===== config.mk =====
export PLATFORM = sky130hd
export DESIGN_NAME = bluetile_request_arbiter
export DESIGN_NICKNAME = d
export VERILOG_FILES = /design/src/rtl/bluetile_pkg.sv /design/src/rtl/bluetile_request_arbiter_rr_pick.sv /design/src/rtl/bluetile_request_arbiter.sv
export SDC_FILE = /design/constraint.sdc
export NUM_CORES = 1
export LEC_CHECK = 0
export CAP_MARGIN = 10
export CORE_ASPECT_RATIO = 1.2
export CORE_MARGIN = 5
export CORE_UTILIZATION = 32
export CTS_BUF_LIST = sky130_fd_sc_hd__clkbuf_8
export CTS_CLUSTER_DIAMETER = 50
export DETAILED_ROUTE_END_ITERATION = 10
export PLACE_DENSITY = 0.93
export SLEW_MARGIN = 0
export SYNTH_ARGS = -nofsm -noshare
export SYNTH_HDL_FRONTEND = slang
export SYNTH_SLANG_ARGS = --single-unit

===== constraint.sdc =====
create_clock -name CLK -period 2.9 [get_ports CLK]
set_input_delay 0.58 -clock CLK [delete_from_list [all_inputs] [get_ports CLK]]
set_output_delay 0.58 -clock CLK [all_outputs]
set_load 0.005 [all_outputs]

===== src/rtl/bluetile_pkg.sv =====
// bluetile_pkg: shared word type, header length field and arbiter states for bluetile request arbiters
package bluetile_pkg;
    localparam int BT_WORD_W  = 32;
    localparam int BT_LEN_MSB = 7;
    localparam int BT_LEN_LSB = 0;
    typedef logic [BT_WORD_W-1:0] bt_word_t;
    typedef enum logic [1:0] {IDLE, HEAD, BODY} arb_state_t;
endpackage


===== src/rtl/bluetile_request_arbiter_rr_pick.sv =====
// rr_pick: combinational round-robin search for the first set request strictly after ptr, wrapping
//   req     in  N   request vector
//   ptr     in  GW  last served index; search starts at ptr+1
//   winner  out GW  chosen index (0 when nothing requests)
//   any_req out 1   at least one request is set
module rr_pick #(
    parameter int N  = 4,
    parameter int GW = $clog2(N)
) (
    input  logic [N-1:0]  req,
    input  logic [GW-1:0] ptr,
    output logic [GW-1:0] winner,
    output logic          any_req
);
    logic [GW-1:0] idx;
    // Scan from farthest to nearest so the nearest requester after ptr is the last write
    always_comb begin
        winner  = '0;
        idx     = '0;
        any_req = |req;
        for (int k = N; k >= 1; k--) begin
            idx = GW'((int'(ptr) + k) % N);
            if (req[idx]) winner = idx;
        end
    end
endmodule


===== src/rtl/bluetile_request_arbiter.sv =====
// bluetile_request_arbiter: packet-atomic round-robin share of one bluetile request port among on-tile clients
//   CLK, RST_N               clock and asynchronous active-low reset
//   client_request_DOUT      in  NUM_CLIENTS*32  client i word at [32i+31:32i]
//   client_request_valid     in  NUM_CLIENTS     client i has a word
//   client_request_accept    out NUM_CLIENTS     client i word taken this cycle
//   bluetile_request_DOUT    out 32              word to network (0 when idle)
//   bluetile_request_valid   out 1               word present
//   bluetile_request_accept  in  1               network takes word
//   grant_id                 out GW              current owner, held after packet end
//   busy                     out 1               packet in progress
module bluetile_request_arbiter
    import bluetile_pkg::*;
#(
    parameter int NUM_CLIENTS = 4,
    parameter int GW          = $clog2(NUM_CLIENTS)
) (
    input  logic                             CLK,
    input  logic                             RST_N,
    input  logic [NUM_CLIENTS*BT_WORD_W-1:0] client_request_DOUT,
    input  logic [NUM_CLIENTS-1:0]           client_request_valid,
    output logic [NUM_CLIENTS-1:0]           client_request_accept,
    output bt_word_t                         bluetile_request_DOUT,
    output logic                             bluetile_request_valid,
    input  logic                             bluetile_request_accept,
    output logic [GW-1:0]                    grant_id,
    output logic                             busy
);
    arb_state_t    state, state_nxt;
    logic [7:0]    cnt;
    logic [GW-1:0] rr_ptr, winner;
    logic          any_req, hs, last;
    bt_word_t      words [NUM_CLIENTS];

    for (genvar i = 0; i < NUM_CLIENTS; i++) begin : g_words
        assign words[i] = client_request_DOUT[i*BT_WORD_W +: BT_WORD_W];
    end

    rr_pick #(.N(NUM_CLIENTS), .GW(GW)) u_pick (
        .req     (client_request_valid),
        .ptr     (rr_ptr),
        .winner  (winner),
        .any_req (any_req)
    );

    // Owner's signals pass straight through while a packet is open
    assign busy                   = state != IDLE;
    assign bluetile_request_valid = busy && client_request_valid[grant_id];
    assign bluetile_request_DOUT  = busy ? words[grant_id] : '0;
    assign client_request_accept  = busy ? (NUM_CLIENTS'(bluetile_request_accept) << grant_id) : '0;
    assign hs   = bluetile_request_valid && bluetile_request_accept;
    // Final word: a zero-length header, or the body word that brings cnt from 1 to 0
    assign last = (state == HEAD) ? (bluetile_request_DOUT[BT_LEN_MSB:BT_LEN_LSB] == 8'd0) : (cnt == 8'd1);

    always_comb begin
        state_nxt = state;
        unique case (state)
            IDLE:    if (any_req) state_nxt = HEAD;
            HEAD:    if (hs) state_nxt = last ? IDLE : BODY;
            BODY:    if (hs && last) state_nxt = IDLE;
            default: state_nxt = IDLE;
        endcase
    end

    always_ff @(posedge CLK or negedge RST_N)
        if (!RST_N) state <= IDLE;
        else state <= state_nxt;

    always_ff @(posedge CLK or negedge RST_N) begin
        if (!RST_N) begin
            grant_id <= '0;
            cnt      <= '0;
            rr_ptr   <= GW'(NUM_CLIENTS - 1);
        end else begin
            if (state == IDLE && any_req) grant_id <= winner;
            if (hs) begin
                cnt <= (state == HEAD) ? bluetile_request_DOUT[BT_LEN_MSB:BT_LEN_LSB] : cnt - 8'd1;
                if (last) rr_ptr <= grant_id;
            end
        end
    end
endmodule


==> results.cfg <==
[status]
status = finished, final reports clean

[placed_design]
gp_congestion = 0.960
dp_slack_ns = 0.0536
portBuffers = 174
detailedPlacementHpwl_um = 7150

[logic_synthesis]
async_reset_ff_frac = 1.00
yosysSeqAreaShare = 0.180
cells_after_synth = 178
syn-mean-instance-area_sq_um = 11.0
syn_nets = 315
synth.cell_area_sq_um = 1960
synth-edff-count = 0
synth-seq-cells = 14
yosys_most_used_dff = dfrtp_1
synthesis.yosys.warnings = 0
yosys.cell_types.count = 42

[sta]
timing.final.ws_setup_ns = 0.0553
worst_slew_margin_rel = 0.563
final.setup.tns_ns = 0
rsz0062_at_grt = no
setup_viol = 0
max_freq_mhz = 352
fin_crit_ns = 2.84
hold_viol = 0
slew_violations = 0
period_share = 0.981
skew_ns = 0.00139
worst_slew_pin_slew_ns = 0.653

[cts]
cts.path.max_buffers = 2
post_cts.resized_instances = 0
clock_tree.htree_level_count = 1
clock_insertion_delay_worst_skew_ns = 0.25
cts_hold_repair.buffers = 0
cts-buffers-inserted = 3
clock-sinks = 14
worst_path_clk_slew_ns = 0.06
cts_tree = done
post-cts-setup-buffer-count = 0
ctsRootBufferMaster = clkbuf_8

[route]
routed-via-count = 2299
final_antenna_net_count = 0
avgRoutedWirePerCell_um = 19.2
drt_drc_violations_left = 0
detailedRoute.firstIterationViolations = 103
first_pass_iters = 4
vias_per_cell = 5.30
final_wl_um = 8310

[setup_path]
crit_required_ns = 2.32
crit_path_max_incr_delay_ns = 0.58
timing.critical_path.to_type = primary output
crit_slowest_cell = mux4_1
worst-path-max-fanout = 5
path_class = input pin to primary output
crit_path_cell_trace = clkdlybuf4s50_1, mux4_1, and2_1, clkdlybuf4s50_1
critical_path_arrival_ns = 2.26
reg2regPathDepth = 6
critPathMostFrequentCell = clkdlybuf4s50_1
startpoint_type = input pin

[global_routing]
grt.overflow.total = 0
grt_usage = 0.211
antenna_found_initial = 2
grt_max_degree = 23
grt_pass1_vias = 2485
grt_pass1_wl_um = 12400

[cells_and_area]
final_common_cell = clkdlybuf4s50_1
most-common-layout-cells = 174 x clkdlybuf4s50_1, 32 x and2_1, 29 x mux4_2, 11 x dfrtp_1
final_net_count = 490
synthToLayoutAreaGrowth_pct = 95.8
ratio_of_cells_with_drive_above_1_in_the_final_layout = 0.159
num-fill-cells = 476
antennaDiodeCount = 0

[min_path]
hp-class = register to register
holdPathStages = 1

[power]
total_leakage_power_nw = 1.43
power.density_cell_area_nw_per_um2 = 765
vdd_drop_max_uv = 386

[die]
ios = 175
dieArea_sq_um = 7790
start_util = 0.326
rows = 31
die-height_um = 95.7
core_sq_um = 6010
die_w_um = 81.4

[run]
number_of_max_cap_violations = 0
-- logic make-up after synthesis --
logic type,count (synthesis),share of synthesized area
AND/OR/NAND/NOR,72,0.207
multiplexers,35,0.403
buffers and inverters,21,0.0709
flip-flops,14,0.180
AO/OA/AOI/OAI,34,0.127
adder cells (fa/ha/maj),2,0.0128
-- path summary, 6_finish.rpt --
path,from,endpoint,slack [ns]
setup reg to reg,grant_id[0],rr_ptr[0],0.52
hold reg to reg,state[0],state[1],0.51
min in group asynchronous,RST_N,cnt[4],0.73
setup / recovery,client_request_valid[1],bluetile_request_valid,0.06
max in group asynchronous,RST_N,grant_id[0],1.71
hold / removal,state[0],state[1],0.51
-- metrics by stage --
step | hold WS [ns] | std cells | instance area [sq um] | utilization | total power, W
after CTS | 0.503 | 434 | 3830 | 0.638 | 0.00297
after global placement | 0.469 | 430 | 3780 | 0.629 | 0.00269
after global routing | 0.531 | 434 | 3830 | 0.638 | 0.00317
final | 0.512 | 434 | 3830 | 0.638 | 0.00293
after floorplan | 0.284 | 178 | 1960 | - | 0.00171
after detailed placement | 0.491 | 430 | 3780 | 0.629 | 0.00276
-- Yosys cell counts, types with 3 or more instances --
cell type,number,area [sq um]
and2_1,32,200
mux4_2,29,653
dfrtp_1,12,300
nand2_1,10,37.5
nor2_1,10,37.5
nor3_1,8,40.0
a21oi_1,7,35.0
o21ai_0,7,35.0
clkbuf_1,6,22.5
inv_1,6,22.5
clkbuf_8,4,55.1
mux4_1,4,105
nand3_1,4,20.0
o22a_1,4,35.0
o221ai_1,3,26.3
-- worst max-delay path, delay by kind of cell --
kind | cells | cell delay, ns
multiplexers | 1 | 0.58
AND/OR/NAND/NOR | 1 | 0.18
buffers and inverters | 2 | 0.92
-- routing by layer --
| metal | global-route usage | routed length (um) | part of all wire |
|---|---|---|---|
| met3 | 0.0946 | 1070 | 0.13 |
| met5 | 0 | 40 | 0.0048 |
| met1 | 0.211 | 2630 | 0.32 |
| met4 | 0.0634 | 217 | 0.026 |
| met2 | 0.387 | 4360 | 0.52 |
-- final cells by class --
cell class | count | area [sq um] | area share
Sequential cell | 14 | 354 | 0.0924
Tap cell | 82 | 103 | 0.0268
Timing Repair Buffer | 184 | 1830 | 0.477
Inverter | 7 | 26.3 | 0.00685
Clock buffer | 4 | 55.1 | 0.0144
Multi-Input combinational cell | 143 | 1470 | 0.383
-- registers in the layout, summed over array words and instances (netlist names) --
register,count
cnt,8
grant_id,2
rr_ptr,2
state,2
-- report_power, final --
group	switching, W	internal, W
clock	0.0000751	0.000121
combinational	0.000907	0.00143
sequential	0.000101	0.000300
Note: power is estimated with default switching activity, not from simulation.
==> variant 1 (same flow settings) <==
Set the parameter `NUM_CLIENTS` to 8 (it was 4).
--- a/src/rtl/bluetile_request_arbiter.sv
+++ b/src/rtl/bluetile_request_arbiter.sv
@@ -11,7 +11,7 @@
 module bluetile_request_arbiter
     import bluetile_pkg::*;
 #(
-    parameter int NUM_CLIENTS = 4,
+    parameter int NUM_CLIENTS = 8,
     parameter int GW          = $clog2(NUM_CLIENTS)
 ) (
     input  logic                             CLK,
Ports: changed (resized client_request_DOUT, client_request_accept, client_request_valid and grant_id); port bits go from 175 to 312. No check against the original RTL was run, so the function may have changed too.
==> variant 1 against the unedited design <==
Synthesized cell count is 87% higher; cell area is 88% higher; hold slack better by 0.018 ns; area after synthesis is 85% higher; clock skew is 0.0016 ns higher; critical path type unchanged; wire length grew to 2.6 times the old value; setup slack worse by 0.023 ns; die area is 74% higher; sequential cell count is 2 higher; via count is 110% higher; power is 120% higher; largest power group unchanged; fmax is 0.79% lower; sequential power is 30% higher.
==> variant 1: results (changes against the unedited design) <==
crit_start: "client_request_DOUT[163]"
wl_per_cell_um: 27.3  # +43%
worst_path_max_delay_cell: "mux4_2"
grt_pass1_wl_um: 30500  # +150%
fmax_ghz: 0.349  # -0.79%
holdPathEnd: "cnt[7]"
min_from: "cnt[7]"
endpoint: "bluetile_request_DOUT[3]"
via_per_inst: 6.16  # +16%
worstMarginPinSlew_ns: 0.754  # +0.101 ns
outcome: "finished clean"
synthMuxAreaShare: 0.517  # +0.114
drive_gt1_frac: 0.198  # +0.0394
synth_area_leaders: "mux4_2 47%, dfrtp_1 9.0%, a22o_1 8.0%, mux2i_1 2.2%, dfstp_2 2.2%"
critPathMaxStageDelay_ns: 0.53  # -0.05 ns
grt_usage: 0.300  # +0.0889
synth_compound_area_frac: 0.194  # +0.0678
placed_area_sq_um: 7050  # +86%
yosys-top-cells-count: "76 x mux4_2, 33 x a22o_1, 19 x nand2_1, 19 x nor2_1, 14 x o21ai_0"
pre_cts_ws_ns: 0.000395  # -0.0532 ns
port_buffers: 311  # +79%
drt_iter0_markers: 342  # +230%
r2r_end: "grant_id[1]"
grt_max_degree: 44  # +91%
ff2ff_path_depth: 8  # +2
ff2ff_setup_slack_ns: 0.05  # -0.47 ns
synth-xor-area-share: 0.00968  # +0.00968
powerComb_mw: 5.83  # +150%
ir_drop_mv: 0.385  # -0.23%
p_switching_mw: 2.85  # +160%
p_leak_nw: 2.65  # +85%
hold_depth: 2  # +1
gp_congestion: 1.05  # +9.5%
drtPass1Iterations: 6  # +2
p_clk_frac: 0.030  # -0.037
-- variant 1: final cells by class --
class | count | area [sq um]
fill | 853 | 3840
timing repair buffer | 345 | 3450
multi-input combinational | 275 | 3060
sequential | 16 | 409
tap | 132 | 165
clock buffer | 4 | 55.1
inverter | 10 | 37.5
antenna | 6 | 15.0
-- variant 1: through the flow --
step	util	total power, mW	hold slack [ns]	setup TNS [ns]	instances
6_report	0.652	6.55	0.531	0	788
5_1_grt	0.651	6.97	0.557	-0.0611	784
2_1_floorplan	-	3.87	0.284	0	333
3_5_place_dp	0.639	6.17	0.511	0	770
3_3_place_gp	0.639	6.06	0.494	0	770
4_1_cts	0.643	6.41	0.527	0	774
-- variant 1: timing repair --
item / CTS / global route
resized for setup: 2 / 4
endpoints found under the setup margin: 1 / 7
setup buffers: 0 / 8
-- variant 1: metal layers --
layer | global-route usage | wire length (um)
met2 | 0.497 | 10200
met4 | 0.0910 | 664
met1 | 0.354 | 7490
met3 | 0.127 | 2990
met5 | 0 | 136
==> variant 2 (same flow settings) <==
Without the edit above. Make the reset (`RST_N`) synchronous in 2 clocked blocks. Comments in the files are not updated.
--- a/src/rtl/bluetile_request_arbiter.sv
+++ b/src/rtl/bluetile_request_arbiter.sv
@@ -61,11 +61,11 @@
         endcase
     end
 
-    always_ff @(posedge CLK or negedge RST_N)
+    always_ff @(posedge CLK)
         if (!RST_N) state <= IDLE;
         else state <= state_nxt;
 
-    always_ff @(posedge CLK or negedge RST_N) begin
+    always_ff @(posedge CLK) begin
         if (!RST_N) begin
             grant_id <= '0;
             cnt      <= '0;
Formal check against the unedited RTL: differs if RST_N is asserted again (counterexample within 4 cycles, from zero or initial values and one cycle with RST_N low); with RST_N held inactive, the same outputs for 10 cycles.
==> variant 2 against the unedited design <==
Cell area is 0.95% higher; first-iteration DRC count is 81% higher; clock skew hardly changed; hold slack worse by 0.015 ns; area after synthesis is 0.19% lower; utilization is 1.0 points higher; global-route usage is 0.53 points higher; sequential cell count stayed put; critical path type unchanged; wire length is 5.2% higher; critical endpoint is now bluetile_request_DOUT[6]; setup slack worse by 0.0097 ns; non-clock buffer count stayed put; synthesized cell count is 11% higher.
Power is not compared: it rests on default switching activity, and its combinational part moved more than twofold at a synthesized area within 25%.
==> variant 2: results (changes against the unedited design) <==
outcome: "finished clean"
yosys-top-cells-count: "35 x and2_1, 29 x mux4_2, 14 x dfxtp_1, 14 x nor2_1"
vias: 2425  # +5.5%
clk_latency_ns: 0.25  # about the same
synth_flop_cell: "dfxtp_1"
ys_seq_area_frac: 0.143  # -0.0368
critPathMaxStageDelay_ns: 0.59
grt_pass1_vias: 2555  # +2.8%
ff2ff_path_depth: 5  # -1
grt_pass1_wl_um: 12800  # +2.9%
post_cts_buffers: 0  # unchanged
netlist_instances: 198  # +11%
nets: 508  # +3.7%
ir_drop_mv: 0.139
grt_usage: 0.217  # +0.00531
placed_area_sq_um: 3810  # +0.83%
drive_gt1_frac: 0.135  # -0.0240
largest_reg_flops: 8  # unchanged
hold_depth: 2  # +1
synth_area_leaders: "mux4_2 33%, dfxtp_1 14%, and2_1 11%, mux4_1 5.4%, nor2_1 2.7%"
drt_iter0_markers: 186  # +81%
cp_max_fo: 2  # -3
synth_cell_types: 39  # -7.1%
clockRootBuffer: "clkbuf_8"
worstMarginPinSlew_ns: 0.794  # +0.142 ns
instances_no_fill: 452  # +4.1%
yosys_warnings: 0  # unchanged
finalClockSkew_ns: 0.00125  # -0.000140 ns
antenna_found_initial: 0  # -2
syn_nets: 335  # +6.3%
ys_async_sr_fraction: 0  # -1.00
gp_congestion: 0.905  # -5.7%
switching_share: 0.307
numCtsBuffers: 3  # unchanged
h-tree-depth: 1  # unchanged
clk_path_buf_depth: 2  # unchanged
p_leak_nw: 1.40
place_hpwl_um: 7390  # +3.4%
wl_per_cell_um: 19.4  # +1.0%
grt_max_degree: 38  # +65%
ctsResizeCount: 0  # unchanged
## variant 2: logic make-up after synthesis
family / after synthesis / synth area share
adders and majority gates: 2 / 0.0128
buffers and inverters: 24 / 0.0551
DFF: 14 / 0.143
muxes: 33 / 0.388
AOI/OAI and AO/OA: 39 / 0.138
and+or+nand+nor: 86 / 0.262
## variant 2: worst paths after layout
path / from / to / slack, ns
worst max-delay path: client_request_DOUT[70] / bluetile_request_DOUT[6] / 0.05
worst min-delay path: cnt[4] / cnt[4] / 0.50
worst max register to register: grant_id[0] / rr_ptr[0] / 0.79
worst min register to register: cnt[4] / cnt[4] / 0.50
## variant 2: worst max-delay path: cells and delay by family
family | cells | cell delay [ns]
buffers and inverters | 2 | 0.92
muxes | 1 | 0.59
and+or+nand+nor | 1 | 0.19
## variant 2: final cells by class
| type | instances | area [sq um] |
|---|---|---|
| fill | 509 | 2100 |
| timing repair buffer | 184 | 1830 |
| multi-input combinational | 160 | 1570 |
| sequential | 14 | 284 |
| tap | 82 | 103 |
| clock buffer | 4 | 55.1 |
| inverter | 8 | 30.0 |
## variant 2: metal layers
metal  part of all wire  global-route usage  vias up
li1                   -                   -     1108
met1               0.34               0.222     1149
met2               0.55               0.416      147
met3              0.091              0.0605       21
met4              0.020              0.0634        0
met5                  0                   0        -
## variant 2: power by group through the flow
stage	clock [mW]	sequential (mW)	combinational, mW
2_1_floorplan	0	0.221	0.335
3_3_place_gp	0	0.233	0.700
4_1_cts	0.194	0.230	0.725
3_5_place_dp	0	0.234	0.722
6_report	0.195	0.230	0.721
5_1_grt	0.208	0.233	0.771
## variant 2: stage by stage
stage                     setup slack, ns   util
after floorplan                     0.616      -
after global placement             0.0636  0.638
after detailed placement           0.0468  0.638
after CTS                          0.0448  0.647
after global routing               0.0276  0.648
final                              0.0457  0.648
